**src/rtl/ctrl_pipe_unit.sv**
```systemverilog
// Registered ID-stage control unit: decodes op_code into the ID/EX control register and
// sequences hazard bubbles, branch flush windows and a multi-cycle MUL.
module ctrl_pipe_unit #(
  parameter int OPW          = 6,
  parameter int EXEW         = 4,
  parameter int MUL_LAT      = 4,
  parameter int FLUSH_CYCLES = 1
) (
  input  logic            clk,
  input  logic            rst,
  input  logic            valid_in,
  input  logic [OPW-1:0]  op_code,
  input  logic            hazard_detected,
  input  logic            branch_taken,
  output logic            stall_out,
  output logic            flush_out,
  output logic            mul_busy,
  output logic            ex_valid,
  output logic [EXEW-1:0] exe_cmd,
  output logic [1:0]      branch_command,
  output logic            branch_en,
  output logic            is_imm,
  output logic            st_or_bne,
  output logic            wb_en,
  output logic            mem_r_en,
  output logic            mem_w_en
);

  typedef enum logic [1:0] {RUN, MUL_WAIT, FLUSH} state_t;

  typedef struct packed {
    logic            ex_valid;
    logic [EXEW-1:0] exe_cmd;
    logic [1:0]      branch_command;
    logic            branch_en;
    logic            is_imm;
    logic            st_or_bne;
    logic            wb_en;
    logic            mem_r_en;
    logic            mem_w_en;
  } ctrl_t;

  localparam int CNT_MAX = (MUL_LAT > FLUSH_CYCLES) ? MUL_LAT : FLUSH_CYCLES;
  localparam int CNT_W   = (CNT_MAX < 2) ? 1 : $clog2(CNT_MAX);
  localparam logic [OPW-1:0] OP_MUL = OPW'(13);

  function automatic ctrl_t alu_op(input int cmd);
    ctrl_t d;
    d          = '0;
    d.ex_valid = 1'b1;
    d.exe_cmd  = EXEW'(cmd);
    d.wb_en    = 1'b1;
    return d;
  endfunction

  function automatic ctrl_t br_op(input int bc);
    ctrl_t d;
    d                = '0;
    d.ex_valid       = 1'b1;
    d.exe_cmd        = EXEW'(15);
    d.is_imm         = 1'b1;
    d.branch_en      = 1'b1;
    d.branch_command = 2'(bc);
    return d;
  endfunction

  function automatic ctrl_t decode(input logic vld, input logic [OPW-1:0] op);
    ctrl_t       d;
    logic [31:0] opi;
    d   = '0;
    opi = 32'(op);
    if (vld) begin
      case (opi)
        32'd1:         d = alu_op(0);
        32'd3:         d = alu_op(2);
        32'd5:         d = alu_op(4);
        32'd6:         d = alu_op(5);
        32'd7:         d = alu_op(6);
        32'd8:         d = alu_op(7);
        32'd9, 32'd10: d = alu_op(8);
        32'd11:        d = alu_op(9);
        32'd12:        d = alu_op(10);
        32'd13:        d = alu_op(11);
        32'd32:        begin d = alu_op(0); d.is_imm = 1'b1; end
        32'd33:        begin d = alu_op(2); d.is_imm = 1'b1; end
        32'd36: begin
          d           = alu_op(0);
          d.is_imm    = 1'b1;
          d.st_or_bne = 1'b1;
          d.mem_r_en  = 1'b1;
        end
        32'd37: begin
          d           = alu_op(0);
          d.wb_en     = 1'b0;
          d.is_imm    = 1'b1;
          d.st_or_bne = 1'b1;
          d.mem_w_en  = 1'b1;
        end
        32'd40:        d = br_op(3);
        32'd41:        begin d = br_op(1); d.st_or_bne = 1'b1; end
        32'd42:        d = br_op(2);
        default:       d = '0;
      endcase
    end
    return d;
  endfunction

  state_t            state_p1;
  logic [CNT_W-1:0]  cnt_p1;
  ctrl_t             ctrl_p1;
  logic              mul_busy_p1;
  ctrl_t             dec_p0;
  logic              is_mul_p0;
  logic              take_dec_p0;

  // ID: decode is taken in RUN without a hazard, or on the last MUL_WAIT edge
  always_comb begin
    dec_p0      = decode(valid_in, op_code);
    is_mul_p0   = valid_in & (op_code == OP_MUL);
    take_dec_p0 = ~branch_taken &
                  (((state_p1 == RUN) & ~hazard_detected) |
                   ((state_p1 == MUL_WAIT) & (cnt_p1 == CNT_W'(1))));
  end

  // ID/EX control register
  always_ff @(posedge clk) begin
    if (rst) begin
      state_p1    <= RUN;
      cnt_p1      <= '0;
      ctrl_p1     <= '0;
      mul_busy_p1 <= 1'b0;
    end else if (branch_taken) begin
      ctrl_p1     <= '0;
      mul_busy_p1 <= 1'b0;
      if (FLUSH_CYCLES > 1) begin
        state_p1 <= FLUSH;
        cnt_p1   <= CNT_W'(FLUSH_CYCLES - 1);
      end else begin
        state_p1 <= RUN;
        cnt_p1   <= '0;
      end
    end else if (take_dec_p0) begin
      ctrl_p1 <= dec_p0;
      if (is_mul_p0 && (MUL_LAT > 1)) begin
        state_p1    <= MUL_WAIT;
        cnt_p1      <= CNT_W'(MUL_LAT - 1);
        mul_busy_p1 <= 1'b1;
      end else begin
        state_p1    <= RUN;
        cnt_p1      <= '0;
        mul_busy_p1 <= 1'b0;
      end
    end else begin
      case (state_p1)
        FLUSH: begin
          ctrl_p1 <= '0;
          if (cnt_p1 == CNT_W'(1)) begin
            state_p1 <= RUN;
            cnt_p1   <= '0;
          end else begin
            cnt_p1 <= cnt_p1 - CNT_W'(1);
          end
        end
        MUL_WAIT: begin
          // EXE keeps the MUL; only its issue/writeback strobes drop
          cnt_p1           <= cnt_p1 - CNT_W'(1);
          ctrl_p1.ex_valid <= 1'b0;
          ctrl_p1.wb_en    <= 1'b0;
        end
        default: ctrl_p1 <= '0;
      endcase
    end
  end

  assign stall_out = (state_p1 == MUL_WAIT) |
                     ((state_p1 == RUN) & hazard_detected & ~branch_taken);
  assign flush_out = branch_taken | (state_p1 == FLUSH);
  assign mul_busy  = mul_busy_p1;

  assign {ex_valid, exe_cmd, branch_command, branch_en, is_imm,
          st_or_bne, wb_en, mem_r_en, mem_w_en} = ctrl_p1;

endmodule

```
**config.mk**
```make
export PLATFORM = sky130hd
export DESIGN_NAME = ctrl_pipe_unit
export DESIGN_NICKNAME = d
export VERILOG_FILES = /design/src/rtl/ctrl_pipe_unit.sv
export SDC_FILE = /design/constraint.sdc
export NUM_CORES = 1
export LEC_CHECK = 0
export CAP_MARGIN = 30
export CORE_MARGIN = 3
export CORE_UTILIZATION = 32
export DETAILED_ROUTE_END_ITERATION = 8
export DONT_BUFFER_PORTS = 1
export PLACE_DENSITY = 0.57
export SYNTH_ARGS = -nofsm -noshare
export SYNTH_HDL_FRONTEND = slang
export SYNTH_SLANG_ARGS = --single-unit
```
**constraint.sdc**
```tcl
create_clock -name clk -period 1.3 [get_ports clk]
set_input_delay 0.26 -clock clk [delete_from_list [all_inputs] [get_ports clk]]
set_output_delay 0.26 -clock clk [all_outputs]
set_load 0.05 [all_outputs]
```
# [Yosys cells after proc, flatten, opt, wreduce, memory -nomap -nowiden]
# Memories as Yosys holds them, arrays and structs flattened.
# Index checks and enable logic that the tools add are counted.
[op_classes] n_mux=13 n_eq_ne=5 bitwise=13 n_addsub=1 n_reduce_logical=7
[ops] op="two-way mux 12 bit" n=2
[ops] op="two-way mux 2 bit" n=7
[ops] op="two-way mux 9 bit" n=1
[ops] op="bitwise AND 1 bit" n=6
[ops] op="equality test 6 x 4 -> 1 bit, second input constant" n=1
[ops] op="equality test 2 x 1 -> 1 bit, second input constant" n=2
[ops] op="NOT 1 bit" n=4
[ops] op="case mux 2 bit (2 select lines)" n=1
[ops] op="nonzero test 2 bit" n=2
[ops] op="OR reduction 4 bit" n=1
[ops] op="OR 1 bit" n=3
[ops] op="nonzero test 3 bit" n=1
[ops] op="equality test 2 bit, second input constant" n=1
[ops] op="zero test 2 bit" n=1
[ops] op="two-way mux 1 bit" n=2
[ops] op="!= test 2 bit, second input constant" n=1
[ops] op="AND reduction 2 bit" n=1
[ops] op="OR reduction 2 bit" n=1
[ops] op="subtractor 2 x 1 -> 2 bit, second input constant" n=1
[word_totals] inputBits=11 mem_count=1 word_cells=52 ff_bits=18 rom_bits=832
[mem_list] memory="(name not given)" words=64 width=13 read_ports=1 rd_ports_with_merged_regs=0 wr=0 line="73" text="case (opi)"

# [Longest topological paths before layout]
[depth] ltp_word=6 mapped_depth=7 depth_no_buf=6

# [Least setup slack after synthesis]
# Ideal clock, no wire load.
[synth_timing] path_type="reg-to-reg" from="register cnt_p1[1]" to="register ctrl_p1 (netlist bit branch_en)" arrival_time_ps=1262 setup_ps=96 period_less_slack_ps=1358 path_stages_with_launch=8 t_required_ps=1204 path_slack_ps=-58 cell_sequence="dfxtp_1 inv_1 ha_1 nand2b_1 nor3_1 buf_2 nand2_1 o41ai_2"
[synth_via] elab_chain_cells=5 word_cells_on_any_way=6
[synth_lines] item="from (decl)" line="109" text="logic [CNT_W-1:0] cnt_p1;"
[synth_lines] item="from (signal assigned)" line="137" text="cnt_p1 <= CNT_W'(FLUSH_CYCLES - 1);"
[synth_lines] item="from (signal assigned)" line="146" text="cnt_p1 <= CNT_W'(MUL_LAT - 1);"
[synth_lines] item="from (signal assigned)" line="161" text="cnt_p1 <= cnt_p1 - CNT_W'(1);"
[synth_lines] item="equality test 2 x 1 -> 1 bit (*)" line="122" text="((state_p1 == MUL_WAIT) & (cnt_p1 == CNT_W'(1))));"
[synth_lines] item="bitwise AND 1 bit (*)" line="122"
[synth_lines] item="OR 1 bit (*)" line="121" text="(((state_p1 == RUN) & ~hazard_detected) |"
[synth_lines] item="bitwise AND 1 bit (*)" line="120" text="take_dec_p0 = ~branch_taken &"
[synth_lines] item="!= test 2 bit (no line) or two-way mux 12 bit (tied branches)"
[synth_lines] item="to (signal assigned)" line="143" text="ctrl_p1 <= dec_p0;"
[synth_lines] item="to (decl)" line="110" text="ctrl_t ctrl_p1;"
# Mark *: on every way between the ends. The rest lies on a longest branch, timed or not.
# A chain may end at the register's enable or synchronous reset.

# [Final worst setup path]
[layout_timing] from="register state_p1[0]" to="output stall_out"
[layout_via] elab_chain_cells=4 word_cells_on_any_way=5
[layout_lines] item="from (decl)" line="108" text="state_t state_p1;"
[layout_lines] item="from (signal assigned)" line="128" text="state_p1 <= RUN;"
[layout_lines] item="from (signal assigned)" line="136" text="state_p1 <= FLUSH;"
[layout_lines] item="from (signal assigned)" line="139" text="state_p1 <= RUN;"
[layout_lines] item="zero test 2 bit" line="176" text="((state_p1 == RUN) & hazard_detected & ~branch_taken);"
[layout_lines] item="bitwise AND 1 bit (2 in series)" line="176"
[layout_lines] item="OR 1 bit (*)" line="175" text="assign stall_out = (state_p1 == MUL_WAIT) |"
[layout_lines] item="to (decl)" line="15" text="output logic stall_out,"
# Marked as above.

==> metrics.cfg <==
[pwr]
p_switching_mw = 0.262
leakage_nw = 0.481
pwr-share-comb_pct = 13.7
switching_share_pct = 27.4
p_per_area_nw_per_um2 = 793
p_int_mw = 0.694
p_clk_share_pct = 30.8
irDropWorstVdd_mv = 0.571
power_frac_seq_pct = 55.5

[clock_network]
numCtsBuffers = 3
cts_tree = done
cts-root-buf = clkbuf_4
insertion_delay_ps = 290
cts.htree.levels = 1
clkSinkCount = 17
cts.reportedPaths.clkPinSlew_ps = 100
clockBufferDepth = 2

[floorplan]
chipWidth_um = 60.3
start_util_pct = 33.9
fp-row-count = 19
die_area_um2 = 3640
io_pins = 27
die_h_um = 60.3
fp.coreArea_um2 = 2780

[worst_setup_path]
worstSetupPathType = flip-flop to output pin
cp.required_ps = 1040
cp_max_fo = 2
endpoint_kind = output pin
start_kind = flip-flop
cp.arrival_ps = 1080

[global_route]
grt_antenna_before_repair = 0
grtUsageMet2_pct = 21.1
grt_max_degree = 16
grtUsageMet1_pct = 17.3
grt_pass1_wl_um = 3770
use_met3_pct = 6.70
grt_pass1_vias = 798
grt_util_all_layers_pct = 14.2
busiest_layer = met2
grt_overflow = 0

[sta]
worst_slack_ps = -39.1
whs_ps = 54.9
final_max_slew_viol_count = 0
max_clock_freq_mhz = 747
finalHoldViolations = 0
period_share_pct = 103
rsz0062_at_grt = true
period_minus_slack_ps = 1340
setup-violations-final = 2
tightest_slew_ps = 543
fin_worst_skew_ps = 3.59
slew_headroom_pct = 63.7

[synth]
netlist.top_cell.by_area = dfxtp_1
syn_area_um2 = 943
synth_edf_count = 0
synthCells = 110
ys_seq_area_share_pct = 36.1
ys_ff_latch = 17
synthTopCellsByArea = dfxtp_1, ha_1, a32o_1
yosys_warnings = 0
synth_top_area_share_pct = 36.1
synthesis.nets = 128
synth_top_flop_cell = dfxtp_1
avgSynthCellArea_um2 = 8.58
synth_async_sr_flop_share_pct = 0
synth_cell_type_count = 32

[run]
max-cap-violations = 0

[placed_design]
dp.cells = 152
gp_congestion = 0.849
dpl-instance-area_um2 = 1080
port_buffers = 0
hpwl_um = 1780

[route]
wire_per_inst_um = 15.3
ant_nets = 0
vias_per_cell = 5.53
post-route-drc-count = 0
postRouteWirelength_um = 2440
via_count = 880
dr.pass1.iters = 4
drtIter0Drc = 20

[layout]
diodes = 0
syn_to_final_growth_pct = 27.9
nets = 147
fin_area_um2 = 1210
instances_no_fill = 159
post-route-util_pct = 43.4
layout-drive-gt1-share_pct = 32.0

[run_status]
outcome = complete, but fails checks
violations = setup timing

[min_path]
hold_class = primary input to flip-flop

[cells by family after synthesis]
family          after synthesis  synth area share [%]
simple gates                 38                  20.8
compound gates               37                  28.0
flops                        17                  36.1
buf+inv                      10                  4.91
fa+ha+maj                     7                  9.28
xor+xnor                      1                 0.929
[synthesized netlist by cell type (3+ instances only)]
library cell  count
a21oi_1           9
nor2_1           11
nand2_1          10
nor3_1            3
inv_1             5
nand2b_1          6
a32o_1            5
ha_1              7
o21ai_0           8
dfxtp_1          17
[stage by stage]
step | setup WS [ps] | total power, mW | TNS [ps]
6_report | -39.1 | 0.956 | -41.6
5_1_grt | -82.1 | 1.01 | -351
4_1_cts | -30.7 | 0.963 | -33.8
3_5_place_dp | -72.3 | 0.664 | -510
3_3_place_gp | -86.8 | 0.663 | -572
2_1_floorplan | 9.21 | 0.652 | 0
[power by group through the flow]
stage,Combinational (mW),Clock [mW],Sequential [mW]
2_1_floorplan,0.106,0,0.547
3_3_place_gp,0.119,0,0.544
3_5_place_dp,0.120,0,0.544
4_1_cts,0.129,0.304,0.531
5_1_grt,0.145,0.329,0.532
6_report,0.131,0.295,0.531
[what timing repair did]
action	CTS	global route
buffers inserted	2	0
cloned	1	0
gates resized for setup	17	6
endpoints found under the setup margin	15	16
hold buffers	0	0
pin swaps	4	5
[final cells by class]
| type | count | area [um^2] |
|---|---|---|
| multi-input combinational | 83 | 621 |
| sequential | 17 | 347 |
| inverter | 5 | 18.8 |
| tap | 31 | 38.8 |
| clock inverter | 1 | 5.00 |
| fill | 273 | 1580 |
| clock buffer | 3 | 22.5 |
| timing repair buffer | 19 | 154 |
[sequential cells by signal, summed over array words and instances, names as in the netlist]
register        count
branch_command      2
branch_en           1
cnt_p1              2
ex_valid            1
exe_cmd             4
is_imm              1
mem_r_en            1
mem_w_en            1
mul_busy            1
st_or_bne           1
state_p1            1
wb_en               1
[worst paths after layout]
check,startpoint,to,slack [ps],depth (start not counted)
worst max-delay path,state_p1[0],stall_out,-40,3
worst min-delay path,hazard_detected,cnt_p1[1],50,1
worst max register to register,cnt_p1[0],exe_cmd[1],0,5
worst min register to register,exe_cmd[1],exe_cmd[1],450,2
[layout by cell type, fill, tap and decap left out, types with 3 or more instances in the layout]
cell type / count
nor2_1: 10
inv_1: 4
buf_4: 16
nand2b_1: 4
nand2_1: 9
buf_6: 3
a21oi_1: 7
dfxtp_1: 14
clkbuf_4: 3
o21ai_0: 8
a32o_1: 5
ha_1: 6
[per-layer routing]
metal / vias up / wire length [um]
met3: 2 / 284
met2: 32 / 1120
met5: - / 0
met1: 412 / 1010
met4: 0 / 26
li1: 434 / -
[critical path: stages (launching register included)]
cell     delay (ps)
dfxtp_4         360
buf_6           110
a21o_1          160
buf_6           150
Power figures use the tool's default switching activity.
